## src/rtl/uart_rx.sv

```systemverilog
// 8/N/1 UART receiver with a 2-flop input synchronizer, mid-bit sampling,
// and a one-entry output buffer using a valid/ready handshake.
module uart_rx #(
  parameter int CLK_FREQ = 250000,
  parameter int BAUD     = 9600
) (
  input  logic       i_clk,
  input  logic       i_rst,
  input  logic       i_in,
  output logic [7:0] o_data,
  output logic       o_valid,
  input  logic       i_ready,
  output logic       o_frame_err,
  output logic       o_overrun
);

  localparam int CLKS_PER_BIT = CLK_FREQ / BAUD;
  localparam int HALF_BIT     = CLKS_PER_BIT / 2;
  localparam int CW           = (CLKS_PER_BIT > 1) ? $clog2(CLKS_PER_BIT) : 1;

  typedef enum logic [2:0] {
    S_IDLE, S_START, S_DATA, S_STOP, S_WAIT_HIGH
  } state_e;

  state_e        state_q, state_d;
  logic          sync_q, rx_q;
  logic [CW-1:0] cnt_q, cnt_d;
  logic [2:0]    idx_q, idx_d;
  logic [7:0]    shift_q, shift_d;
  logic [7:0]    data_q, data_d;
  logic          valid_q, valid_d;
  logic          ferr_q, ferr_d;
  logic          ovr_q, ovr_d;
  logic          tick;
  logic          byte_done;

  assign tick = (cnt_q == '0);

  // State register and datapath registers
  always_ff @(posedge i_clk) begin
    if (i_rst) begin
      state_q <= S_IDLE;
      sync_q  <= 1'b1;
      rx_q    <= 1'b1;
      cnt_q   <= '0;
      idx_q   <= '0;
      shift_q <= '0;
      data_q  <= '0;
      valid_q <= 1'b0;
      ferr_q  <= 1'b0;
      ovr_q   <= 1'b0;
    end else begin
      state_q <= state_d;
      sync_q  <= i_in;
      rx_q    <= sync_q;
      cnt_q   <= cnt_d;
      idx_q   <= idx_d;
      shift_q <= shift_d;
      data_q  <= data_d;
      valid_q <= valid_d;
      ferr_q  <= ferr_d;
      ovr_q   <= ovr_d;
    end
  end

  // Next-state: bit timing counter, bit index and shift register follow the FSM
  always_comb begin
    state_d = state_q;
    cnt_d   = cnt_q;
    idx_d   = idx_q;
    shift_d = shift_q;
    case (state_q)
      S_IDLE: begin
        if (!rx_q) begin
          state_d = S_START;
          cnt_d   = CW'(HALF_BIT - 1);
        end
      end
      S_START: begin
        if (tick) begin
          if (!rx_q) begin
            state_d = S_DATA;
            cnt_d   = CW'(CLKS_PER_BIT - 1);
            idx_d   = '0;
          end else begin
            state_d = S_IDLE;
          end
        end else begin
          cnt_d = cnt_q - CW'(1);
        end
      end
      S_DATA: begin
        if (tick) begin
          shift_d[idx_q] = rx_q;
          cnt_d          = CW'(CLKS_PER_BIT - 1);
          if (idx_q == 3'd7) state_d = S_STOP;
          else               idx_d   = idx_q + 3'd1;
        end else begin
          cnt_d = cnt_q - CW'(1);
        end
      end
      S_STOP: begin
        if (tick) state_d = rx_q ? S_IDLE : S_WAIT_HIGH;
        else      cnt_d   = cnt_q - CW'(1);
      end
      S_WAIT_HIGH: begin
        if (rx_q) state_d = S_IDLE;
      end
      default: state_d = S_IDLE;
    endcase
  end

  // Outputs: a completed byte either lands in the buffer or is reported as overrun
  always_comb begin
    byte_done = (state_q == S_STOP) && tick && rx_q;
    ferr_d    = (state_q == S_STOP) && tick && !rx_q;
    ovr_d     = 1'b0;
    data_d    = data_q;
    valid_d   = valid_q;
    if (valid_q && i_ready) valid_d = 1'b0;
    if (byte_done) begin
      if (!valid_q || i_ready) begin
        data_d  = shift_q;
        valid_d = 1'b1;
      end else begin
        ovr_d = 1'b1;
      end
    end
  end

  assign o_data      = data_q;
  assign o_valid     = valid_q;
  assign o_frame_err = ferr_q;
  assign o_overrun   = ovr_q;

endmodule

```

## config.mk

```make
export PLATFORM = sky130hd
export DESIGN_NAME = uart_rx
export DESIGN_NICKNAME = d
export VERILOG_FILES = /design/src/rtl/uart_rx.sv
export SDC_FILE = /design/constraint.sdc
export NUM_CORES = 1
export LEC_CHECK = 0
export BUFFER_PORTS_ARGS = -buffer_cell sky130_fd_sc_hd__buf_4
export CAP_MARGIN = 20
export CORE_MARGIN = 1
export CORE_UTILIZATION = 60
export CTS_BUF_LIST = sky130_fd_sc_hd__clkbuf_4 sky130_fd_sc_hd__clkbuf_8
export DETAILED_ROUTE_END_ITERATION = 10
export MAX_ROUTING_LAYER = met4
export PLACE_DENSITY_LB_ADDON = 0.05
export SETUP_SLACK_MARGIN = 0.4
export SLEW_MARGIN = 10
export SYNTH_ARGS = -nofsm -noshare
export SYNTH_HDL_FRONTEND = slang
export SYNTH_SLANG_ARGS = --single-unit
```

## constraint.sdc

```tcl
create_clock -name i_clk -period 2.8 [get_ports i_clk]
set_clock_uncertainty 0.2 [all_clocks]
set_input_delay 0.56 -clock i_clk [delete_from_list [all_inputs] [get_ports i_clk]]
set_output_delay 0.56 -clock i_clk [all_outputs]
set_load 0.01 [all_outputs]
```

# == Yosys cells after proc, flatten, opt, wreduce, memory -nomap -nowiden ==
# Index checks and enable logic that the tools add are counted.
# totals
ff_bits,32
inputBits,4
out_inout_bits,11
# classes
add_sub_neg,2
n_lt_le_gt_ge,2
n_eq_ne,15
muxes,27
bitwise,1
n_reduce_logical,18
# op_table
op,count
3-bit 2-to-1 mux,11
5-bit 2-to-1 mux,5
5-bit case mux with 4 select lines,1
"2-bit inequality test, second input constant",9
3-bit case mux with 5 select lines,1
8-bit bitwise mux,1
"3-bit by 2-bit equality test with 1-bit output, second input constant",2
"3-bit equality test, second input constant",2
3-bit case mux with 2 select lines,1
6-bit AND reduction,1
1-bit logical AND,5
5-bit logical NOT,1
1-bit 2-to-1 mux,5
5-bit AND reduction,1
"5-bit by 1-bit subtractor with 5-bit output, second input constant",1
"3-bit by 4-bit less-than comparator with 1-bit output, second input constant",1
2-bit AND reduction,2
4-bit AND reduction,1
4-bit nonzero test,1
"3-bit by 1-bit adder with 3-bit output, second input constant",1
1-bit demux with 3-bit select,1
"3-bit by 1-bit equality test with 1-bit output, second input constant",1
"3-bit by 1-bit greater-or-equal comparator with 1-bit output, second input constant",1
3-bit logical NOT,1
other kinds (7),8

# == Logic depth before layout (Yosys ltp) ==
# Gate-level depths: netlist of run 1.
# logic_depth
word_depth,5
mapped_depth,8
ltp_nobuf,6

# == Worst setup path before layout of run 1 ==
# No wires, ideal clock.
# synth_path
path_kind,register to register
startpoint,register idx_q[1]
endpoint,register idx_q[0]
setup_time_ns,0.128
t_arrival_ns,1.704
t_required_ns,2.472
slack_ns,0.769
path_stages_with_launch,7
synth_period_minus_slack_ns,2.031
cell_sequence,dfxtp_1 ha_1 ha_1 or3b_2 a211oi_2 mux2i_1 nor2_1
# synth_between
elab_chain_len,3
# synth_lines
item,line,text
"start, declared",28,"logic [2:0] idx_q, idx_d;"
"start signal, assigned",57,idx_q <= idx_d;
3-bit equality test,96,if (idx_q == 3'd7) state_d = S_STOP;
2-bit inequality test (no line),-,
5-bit AND reduction (no line),-,
# Every way passes these cells.
# A chain may end at the register's enable or synchronous reset.

# == Worst setup path in the final report of run 1 ==
# layout_path
startpoint,register idx_q[0]
endpoint,register idx_q[0]
# layout_between
elab_chain_len,4
word_cells_on_any_way,7
cone_classes,add/sub: 1; eq/ne: 2; mux: 3; reduce/logical: 1
# layout_lines
item,line,text
3-bit by 1-bit adder with 3-bit output,97,else idx_d = idx_q + 3'd1;
3-bit 2-to-1 mux,96,
3-bit 2-to-1 mux,93,if (tick) begin
3-bit case mux with 2 select lines,72,case (state_q)
# Several ways; a longest one is shown, not always the timed one. The select of a mux whose other input is x is not followed.

==> impl_metrics.yaml, run 1 <==
route:
  drt-initial-drc-count: 30
  post_drt_wl_per_cell_um: 14.2
  drc: 0
  dr.pass1.iters: 4
  drt_wl_total_um: 2940
  postRouteAntennaNets: 0
  vias_per_cell: 6.02
  vias: 1246
timing:
  maxSlewViolCount: 0
  setup_viol: 0
  worst_pin_slew_ps: 624
  max_freq_ghz: 0.441
  fin_crit_ps: 2270
  whs_ps: 209
  max-slew-margin-rel_pct: 58.3
  rsz0062_at_grt: "false"
  fin_ws_ps: 532
  tns_ps: 0
  hold_viol: 0
  period_share_pct: 81.0
logic_synthesis:
  synth.area.top_cells: "dfxtp_1 43%, mux2i_1 12%, nor2_1 6.0%, o21ai_0 2.7%, clkbuf_1 2.5%"
  syn_area_per_cell_sq_um: 8.91
  synthCells: 169
  synth.top_cells.by_count: "32 x dfxtp_1, 24 x nor2_1, 18 x mux2i_1"
  synthArstFlopShare_pct: 0
  synth_area_sq_um: 1510
  synth_edf_count: 0
  yosysSeqAreaShare_pct: 42.6
  yosys.area.top_type_share_pct: 42.6
  synth_fp_nets: 176
  synth_most_common_cell: "dfxtp_1"
  ys_types: 34
  synth_warnings: 0
  ys.flop_type: "dfxtp_1"
  synth-seq-cells: 32
  synth_top_area_cell: "dfxtp_1"
clock_network:
  tritoncts: "yes"
  clkTransAtPathRegs_ps: 100
  cts.sinks: 32
  insertion_delay_ps: 340
  htree_levels: 2
  clockBufferDepth: 2
  cts_made_buffers: 5
  cts-root-buf: "clkbuf_4"
  cts_hold_buf: 0
pwr:
  ir_worst_vdd_mv: 0.541
  leakage_nw: 0.689
  p_per_area_nw_per_um2: 577
  power_w: 0.000984
die:
  num_io_pins: 15
  rows: 17
  die_area_sq_um: 2710
  die_h_um: 52.1
  floorplan.die.width_um: 52.1
  initial_utilization_pct: 65.5
  core-area_sq_um: 2300
critical_path:
  critPathCaptureType: "flip-flop"
  reg2reg_from: "idx_q[0]$_SDFFE_PP0P_"
  start_kind: "flip-flop"
  crit_start: "idx_q[0]$_SDFFE_PP0P_"
  required_ps: 2830
  worstPathArrival_ps: 2300
  crit_path_cell_trace: "ha_1, ha_1, or3b_2, a211oi_2, mux2i_1, nor2_1"
  slowest_delay_ps: 450
  critPathKind: "reg2reg"
  crit_fanout: 11
  crit_slowest_cell: "or3b_2"
  worst_path_most_repeated_cell: "ha_1"
placed_design:
  io_buffers: 14
  globalplace.congestion: 0.821
  hpwl_um: 1870
  place_worst_setup_slack_ps: 518
  placed_area_sq_um: 1600
global_route:
  grt_use_total_pct: 25.6
  grt_pass1_wl_um: 4780
  grt.overflow.total: 0
  grt_max_degree: 35
  antenna_found_initial: 0
  grt_pass1_vias: 1114
finish:
  regArea_sq_um: 641
  multi_input_area_sq_um: 798
  antenna_cells: 0
  drive_gt1_share_pct: 18.4
  area_growth_pct: 13.3
  fin_area_sq_um: 1710
  fin_nets: 185
  fillers: 177
worst_hold_path:
  hold_path.class: "in2reg"
  min_from: "i_in"
run_status:
  status: "complete, no violations"
run:
  max_cap_violations: 0
==> layout by cell type, fill, tap and decap left out, types with 2 or more instances in the layout <==
cell and instances:
a211oi_1 3, a21oi_1 7, and2_1 4, and3_1 2
buf_4 16, clkbuf_4 5, clkbuf_8 2, dfxtp_1 32
ha_1 3, inv_1 3, mux2i_1 18, nand2_1 3
nand2b_1 3, nand3_1 4, nand4_1 4, nand4b_1 4
nor2_1 24, nor2b_1 4, nor3_1 7, nor3b_1 2
nor4_1 2, o21ai_0 8, o31ai_1 2, or2_2 2
or3b_2 2
==> power breakdown <==
group	switching [W]	internal (W)	leakage (nW)
registers	0.0000141	0.000464	0.259
logic	0.0000620	0.0000484	0.379
clock network	0.000158	0.000237	0.0515
==> cell type report <==
cell class              instances  share of cell area [%]
inverters                       3                   0.660
flip-flops and latches         32                    37.6
well taps                      28                    2.05
multi-input cells             119                    46.8
repair buffers                 17                    7.34
clock inverters                 1                    1.76
clock buffers                   7                    3.82
==> sequential cells by signal, summed over array words and instances (netlist names) <==
name         flops
sync_q           1
state_q          3
shift_q          8
o_overrun        1
idx_q            3
o_valid          1
o_frame_err      1
o_data           8
rx_q             1
cnt_q            5
==> stage by stage <==
step | utilization, % | instances
detailed placement | 69.5 | 197
global placement | 69.5 | 197
CTS | 73.6 | 205
floorplan | - | 169
global route | 74.2 | 207
finish | 74.2 | 207
==> cells by family (layout without fill, tap and decap cells) <==
family | count (synthesis) | after routing | share of synthesized area [%]
AND/OR/NAND/NOR | 73 | 73 | 27.4
flip-flops | 32 | 32 | 42.6
AO/OA/AOI/OAI | 25 | 25 | 10.6
multiplexers | 18 | 18 | 12.0
buffers and inverters | 18 | 28 | 4.90
adder cells (fa/ha/maj) | 3 | 3 | 2.49
==> final timing paths <==
path	endpoint	slack [ps]	cells after the start
worst max-delay path	idx_q[0]$_SDFFE_PP0P_	530	6
worst max register to register	idx_q[0]$_SDFFE_PP0P_	530	6
worst min register to register	rx_q$_SDFF_PP1_	230	1
worst min-delay path	sync_q$_SDFF_PP1_	210	2
==> worst max-delay path: cells and delay by family (launching register included) <==
kind	cells	cell delay [ps]
AO/OA/AOI/OAI	1	390
AND/OR/NAND/NOR	2	500
flip-flops	1	400
adder cells (fa/ha/maj)	2	430
multiplexers	1	240
==> routing by layer <==
layer,up-vias,routed length [um],track usage [%]
li1,622,-,-
met1,584,1450,31.2
met2,35,1280,37.6
met3,5,154,9.65
met4,0,53,11.3
met5,-,0,-
==> timing repair <==
action | in CTS | in global routing
setup endpoints to repair | 0 | 1
buffers inserted | 0 | 1
gates resized for setup | 0 | 1
Note: power is estimated with default switching activity, not from simulation.
==> inputs of run 2 (changes only) <==
--- a/config.mk
+++ b/config.mk
@@ -5,10 +5,11 @@
 export SDC_FILE = /design/constraint.sdc
 export NUM_CORES = 1
 export LEC_CHECK = 0
+export ABC_AREA = 1
 export BUFFER_PORTS_ARGS = -buffer_cell sky130_fd_sc_hd__buf_4
 export CAP_MARGIN = 20
 export CORE_MARGIN = 1
-export CORE_UTILIZATION = 60
+export CORE_UTILIZATION = 61
 export CTS_BUF_LIST = sky130_fd_sc_hd__clkbuf_4 sky130_fd_sc_hd__clkbuf_8
 export DETAILED_ROUTE_END_ITERATION = 10
 export MAX_ROUTING_LAYER = met4
==> constraint.sdc (replaced) <==
create_clock -name i_clk -period 2.1 [get_ports i_clk]
set_clock_uncertainty 0.2 [all_clocks]
set_input_delay 0.42 -clock i_clk [delete_from_list [all_inputs] [get_ports i_clk]]
set_output_delay 0.42 -clock i_clk [all_outputs]
set_load 0.01 [all_outputs]
==> run 2 against run 1 <==
Effect of this change: power up 140%; flip-flop and latch count is the same; final cell count increased by 43%; sequential power increased by 70%; first-iteration DRC count grew 30%; non-clock buffer count increased by 6; routed wire length is 17% higher; maximum frequency is 37% higher; largest power group is now combinational cells; highest routed layer unchanged.
==> impl_metrics.yaml, run 2 <==
run_status:
  status: "complete, no violations"
logic_synthesis:
  synth_top_family_by_area: "simple AND/OR/NAND/NOR gates"
  ys_types: 30
  synth_edf_count: 0
  synth.area.top_cells: "dfxtp_1 38%, nand2_1 12%, nor2_1 9.5%, nand3_1 6.2%, a21oi_2 5.1%"
  synthCells: 244
  yosys.area_share.adder_pct: 2.20
  synthArstFlopShare_pct: 0
  synth_top_area_cell: "dfxtp_1"
  synth.top_cells.by_count: "55 x nand2_1, 43 x nor2_1, 32 x dfxtp_1"
  synth_warnings: 0
  synthXorXnorAreaFrac_pct: 1.03
  synth_most_common_cell: "nand2_1"
  synthSimpleGateAreaFrac_pct: 41.5
  muxShareOfSynthArea_pct: 0
  synth_compound_area_share_pct: 8.94
  yosysSeqAreaShare_pct: 37.5
  ys.flop_type: "dfxtp_1"
  yosys.area.top_type_share_pct: 37.5
  synth_fp_nets: 251
  synth-seq-cells: 32
  synth_area_sq_um: 1710
  syn_area_per_cell_sq_um: 6.99
global_route:
  grt_pass1_vias: 1200
  antenna_found_initial: 0
  grt_max_degree: 19
  grt.overflow.total: 0
  grt_use_total_pct: 25.5
  grt_pass1_wl_um: 5180
timing:
  hold_viol: 0
  maxSlewViolCount: 0
  tns_ps: 0
  setup_viol: 0
  worst_pin_slew_ps: 370
  period_share_pct: 78.8
  fin_ws_ps: 445
  fin_crit_ps: 1650
  max_freq_ghz: 0.604
  max-slew-margin-rel_pct: 75.3
  rsz0062_at_grt: "true"
clock_network:
  cts.sinks: 32
  cts-root-buf: "clkbuf_4"
  clkTransAtPathRegs_ps: 100
  cts_made_buffers: 5
  cts_hold_buf: 0
  insertion_delay_ps: 350
  tritoncts: "yes"
  htree_levels: 2
  clockBufferDepth: 2
route:
  drt_wl_total_um: 3450
  post_drt_wl_per_cell_um: 11.6
  postRouteAntennaNets: 0
  vias_per_cell: 5.16
  drt-initial-drc-count: 39
  vias: 1534
  dr.pass1.iters: 4
  drc: 0
placed_design:
  hpwl_um: 2230
  io_buffers: 14
  placed_area_sq_um: 1830
  place_worst_setup_slack_ps: 333
  globalplace.congestion: 0.836
pwr:
  p_comb_share_pct: 44.8
  seqPwrFrac_pct: 34.6
  switching_share_pct: 41.8
  leakage_nw: 0.909
  p_per_area_nw_per_um2: 1140
  clkPwrFrac_pct: 20.5
  switchingPower_w: 0.000983
  intPower_w: 0.00137
  ir_worst_vdd_mv: 1.10
die:
  rows: 18
  die_h_um: 54.9
  die_area_sq_um: 3010
  core-area_sq_um: 2570
  floorplan.die.width_um: 54.9
  initial_utilization_pct: 66.5
  num_io_pins: 15
critical_path:
  critPathKind: "reg2reg"
  start_kind: "flip-flop"
  crit_start: "cnt_q[0]$_SDFFE_PP0P_"
  reg2reg_from: "cnt_q[0]$_SDFFE_PP0P_"
  critPathCaptureType: "flip-flop"
  crit_fanout: 7
  worstPathArrival_ps: 1710
  required_ps: 2150
  ff2ff_setup_slack_ps: 450
worst_hold_path:
  min_from: "i_in"
  hold_path.class: "in2reg"
finish:
  multi_input_area_sq_um: 976
  fillers: 189
  antenna_cells: 0
  regArea_sq_um: 648
  drive_gt1_share_pct: 30.7
  fin_nets: 273
  mostFrequentLayoutCells: "54 x nand2_1, 42 x nor2_1, 28 x dfxtp_1, 20 x buf_4, 19 x inv_1"
  fin_area_sq_um: 2060
  final_common_cell: "nand2_1"
  final_util_pct: 80.2
  area_growth_pct: 20.6
run:
  max_cap_violations: 0
## run 2: cell types whose count changed in the layout (fill, tap and decap cells not counted), moves of 8 or more
cell,previous run,this run
nor2_2,0,9
inv_2,0,8
nand2_1,3,54
a21oi_2,0,10
nand3_1,4,16
mux2i_1,18,0
inv_1,3,19
nor2_1,24,42
## run 2: critical path: stages (launching register included)
cell and delay (ps):
dfxtp_2 340, inv_2 80, ha_4 180, nand2_4 60
nor2_4 120, nand3_4 100, nor2_8 150, buf_12 140
nand3_2 50, nand2_1 70, nor2_1 50
## run 2: cell type report
| type | instances | area share (%) |
|---|---|---|
| multi-input combinational | 177 | 47.4 |
| tap | 30 | 1.82 |
| sequential | 32 | 31.5 |
| inverter | 27 | 4.92 |
| timing repair buffer | 23 | 10.5 |
| clock inverter | 2 | 1.70 |
| clock buffer | 6 | 2.19 |
## run 2: final timing paths
kind / to / depth (start not counted)
worst max-delay path: o_data[7]$_SDFFE_PP0P_ / 10
worst max register to register: o_data[7]$_SDFFE_PP0P_ / 10
worst min-delay path: sync_q$_SDFF_PP1_ / 2
worst min register to register: rx_q$_SDFF_PP1_ / 1
## run 2: timing repair
item | 4_1_cts | 5_1_grt
pin swaps | 2 | 4
gates resized for setup | 3 | 16
cloned | 0 | 1
setup buffers | 2 | 4
setup endpoints to repair | 15 | 27
## run 2: logic make-up (layout without fill, tap and decap cells)
logic type | count (synthesis) | count (layout)
AOI/OAI and AO/OA | 23 | 23
xor gates and xnor gates | 2 | 2
adders and majority gates | 3 | 3
buffers and inverters | 35 | 58
DFF | 32 | 32
and+or+nand+nor | 149 | 149
## run 2: metal layers
| layer | wire length [um] | global-route usage [%] | vias up | part of all wire [%] |
|---|---|---|---|---|
| met5 | 0 | - | - | 0 |
| met4 | 61 | 10.8 | 0 | 1.8 |
| li1 | - | - | 815 | - |
| met3 | 174 | 8.47 | 8 | 5.1 |
| met2 | 1510 | 37.6 | 34 | 44 |
| met1 | 1700 | 31.7 | 677 | 49 |
## run 2: metrics by stage
step / hold WS [ps] / power [W] / instances
after floorplan: 189 / 0.00155 / 244
after global placement: 202 / 0.00169 / 282
after detailed placement: 203 / 0.00171 / 282
after CTS: 37.8 / 0.00222 / 292
after global routing: 26.7 / 0.00253 / 297
final: 52.2 / 0.00235 / 297
## run 2: power by group through the flow
stage	clock, W	sequential, W	combinational [W]
global placement	0	0.000824	0.000871
CTS	0.000491	0.000813	0.000916
global route	0.000515	0.000829	0.00119
detailed placement	0	0.000825	0.000885
floorplan	0	0.000783	0.000768
finish	0.000483	0.000814	0.00105
==> inputs of run 3 (changes only) <==
--- a/config.mk
+++ b/config.mk
@@ -5,11 +5,11 @@
 export SDC_FILE = /design/constraint.sdc
 export NUM_CORES = 1
 export LEC_CHECK = 0
-export ABC_AREA = 1
+export ABC_AREA = 0
 export BUFFER_PORTS_ARGS = -buffer_cell sky130_fd_sc_hd__buf_4
 export CAP_MARGIN = 20
 export CORE_MARGIN = 1
-export CORE_UTILIZATION = 61
+export CORE_UTILIZATION = 54
 export CTS_BUF_LIST = sky130_fd_sc_hd__clkbuf_4 sky130_fd_sc_hd__clkbuf_8
 export DETAILED_ROUTE_END_ITERATION = 10
 export MAX_ROUTING_LAYER = met4
==> constraint.sdc (replaced) <==
create_clock -name i_clk -period 1.34 [get_ports i_clk]
set_clock_uncertainty 0.2 [all_clocks]
set_input_delay 0.268 -clock i_clk [delete_from_list [all_inputs] [get_ports i_clk]]
set_output_delay 0.268 -clock i_clk [all_outputs]
set_load 0.01 [all_outputs]
==> run 3 against run 2 <==
Effect of this change: the run now ends with hold timing, setup timing left; worst setup slack worse by 1000 ps; via count down 6.8%; maximum frequency down 14%; non-clock buffer count up 32; final cell count down 17%; sequential power up 21%; critical path type unchanged; largest cell class unchanged; highest routed layer unchanged.
==> impl_metrics.yaml, run 3 (synthesis gave the netlist of run 1 again) <==
clock_network:
  clkTransAtPathRegs_ps: 100
  cts.sinks: 32
  insertion_delay_ps: 340
  clockBufferDepth: 2
  cts_made_buffers: 5
  htree_levels: 2
  tritoncts: "yes"
  cts-root-buf: "clkbuf_4"
die:
  num_io_pins: 15
  core-area_sq_um: 2540
  initial_utilization_pct: 59.1
  floorplan.die.width_um: 54.8
  die_area_sq_um: 3000
  rows: 18
  die_h_um: 54.8
timing:
  tns_ps: -14230
  fin_ws_ps: -575
  worst_pin_slew_ps: 351
  whs_ps: -88.0
  rsz0062_at_grt: "true"
  hold_viol: 1
  max-slew-margin-rel_pct: 76.4
  period_share_pct: 143
  fin_crit_ps: 1910
  setup_viol: 30
  maxSlewViolCount: 0
  max_freq_ghz: 0.522
placed_design:
  globalplace.congestion: 0.872
  io_buffers: 14
  placed_cells: 228
  hpwl_um: 2390
critical_path:
  critPathCaptureType: "flip-flop"
  slowest_delay_ps: 370
  required_ps: 1370
  critPathKind: "reg2reg"
  worstPathArrival_ps: 1940
  crit_slowest_cell: "or3b_4"
  worst_path_most_repeated_cell: "ha_4"
  reg2reg_depth: 6
  ff2ff_setup_slack_ps: -570
  crit_fanout: 5
  crit_start: "idx_q[0]$_SDFFE_PP0P_"
  rr_endpoint: "idx_q[0]$_SDFFE_PP0P_"
  reg2reg_from: "idx_q[0]$_SDFFE_PP0P_"
  crit_path_cell_trace: "ha_4, ha_4, or3b_4, a211oi_4, mux2i_1, nor2_1"
  start_kind: "flip-flop"
finish:
  mostFrequentLayoutCells: "39 x buf_4, 23 x nor2_1, 18 x mux2i_1, 17 x dfxtp_1"
  fin_nets: 223
  fillers: 153
  final_common_cell: "buf_4"
  antenna_cells: 0
  area_growth_pct: 42.6
  drive_gt1_share_pct: 47.5
  layout.cells.non_filler: 247
global_route:
  met2_usage_pct: 44.4
  grt_use_total_pct: 27.5
  grt_max_degree: 20
  grt_pass1_vias: 1277
  busiest_layer: "met2"
  use_met3_pct: 6.67
  use_met1_pct: 32.6
  grt_pass1_wl_um: 5600
  grt.overflow.total: 0
  antenna_found_initial: 0
pwr:
  ir_worst_vdd_mv: 1.02
  power_w: 0.00200
  seqPwrFrac_pct: 49.4
  switchingPower_w: 0.000567
  switching_share_pct: 28.4
  p_per_area_nw_per_um2: 930
  clkPwrFrac_pct: 27.1
  leakage_nw: 0.900
  intPower_w: 0.00143
  p_comb_share_pct: 23.5
route:
  post_drt_wl_per_cell_um: 14.8
  vias_per_cell: 5.79
  drt-initial-drc-count: 34
  drc: 0
  vias: 1429
  drt_wl_total_um: 3660
  postRouteAntennaNets: 0
  dr.pass1.iters: 4
run_status:
  violations: "hold timing, setup timing"
  status: "finished, violations left"
worst_hold_path:
  hold_end: "sync_q$_SDFF_PP1_"
  hold_path.class: "in2reg"
  min_from: "i_in"
  hold_depth: 2
run:
  max_cap_violations: 0
[run 3: cell types whose count changed in the layout (fill, tap and decap cells not counted), sizes merged, moves of 3 or more]
| cell | change |
|---|---|
| nor2b | +4 |
| a211oi | +4 |
| nand2 | -54 |
| nand4b | +4 |
| nand3 | -20 |
| o21ai | +3 |
| buf | +33 |
| a21oi | -11 |
| nor3 | +4 |
| nor2 | -31 |
| mux2i | +18 |
| and2 | +3 |
| nand2b | +3 |
| inv | -24 |
[run 3: power groups by stage]
stage                     Clock [W]  Sequential [W]  Combinational, W
after floorplan                   0         0.00101          0.000233
after global placement            0         0.00101          0.000321
after detailed placement          0         0.00101          0.000334
after CTS                  0.000550        0.000987          0.000436
after global routing       0.000603        0.000990          0.000495
final                      0.000542        0.000986          0.000468
[run 3: worst max path at each step]
stage / to / slack (ps) / depth (start not counted)
after floorplan: idx_q[0]$_SDFFE_PP0P_ / -520 / 6
final: idx_q[0]$_SDFFE_PP0P_ / -570 / 6
after global routing: idx_q[0]$_SDFFE_PP0P_ / -630 / 6
after CTS: idx_q[0]$_SDFFE_PP0P_ / -620 / 6
after detailed placement: idx_q[0]$_SDFFE_PP0P_ / -600 / 6
after global placement: idx_q[0]$_SDFFE_PP0P_ / -540 / 6
[run 3: per-stage QoR]
step                utilization, %  area [sq um]  worst slack, ps  hold slack [ps]
global route                  84.3          2150             -635            -98.3
CTS                           82.7          2110             -616            -95.1
global placement              75.0          1910             -538              194
floorplan                        -          1620             -517              172
detailed placement            75.0          1910             -601              199
finish                        84.3          2150             -575            -88.0
[run 3: layer usage]
layer	share of wire [%]	vias to the layer above
met5	0	-
met4	1.4	0
met3	4.8	7
met2	49	38
met1	45	692
li1	-	692
[run 3: cell type report]
class | instances | area (sq um) | area share, %
Sequential cell | 32 | 659 | 30.7
Inverter | 3 | 11.3 | 0.525
Timing Repair Buffer | 55 | 482 | 22.4
Clock buffer | 5 | 37.5 | 1.75
Clock inverter | 3 | 18.8 | 0.875
Multi-Input combinational cell | 119 | 900 | 41.9
Tap cell | 30 | 37.5 | 1.75
[run 3: timing repair]
action | in CTS | in global routing
cloned | 1 | 0
endpoints found under the hold margin | 2 | 1
setup endpoints to repair | 41 | 41
buffers inserted | 8 | 2
resized for setup | 29 | 9
pin swaps | 8 | 4
[run 3: worst max-delay path: cells and delay by family, from the launching register on]
family	cells	cell delay [ps]
flops	1	350
fa+ha+maj	2	310
simple gates	2	420
compound gates	1	310
mux	1	220
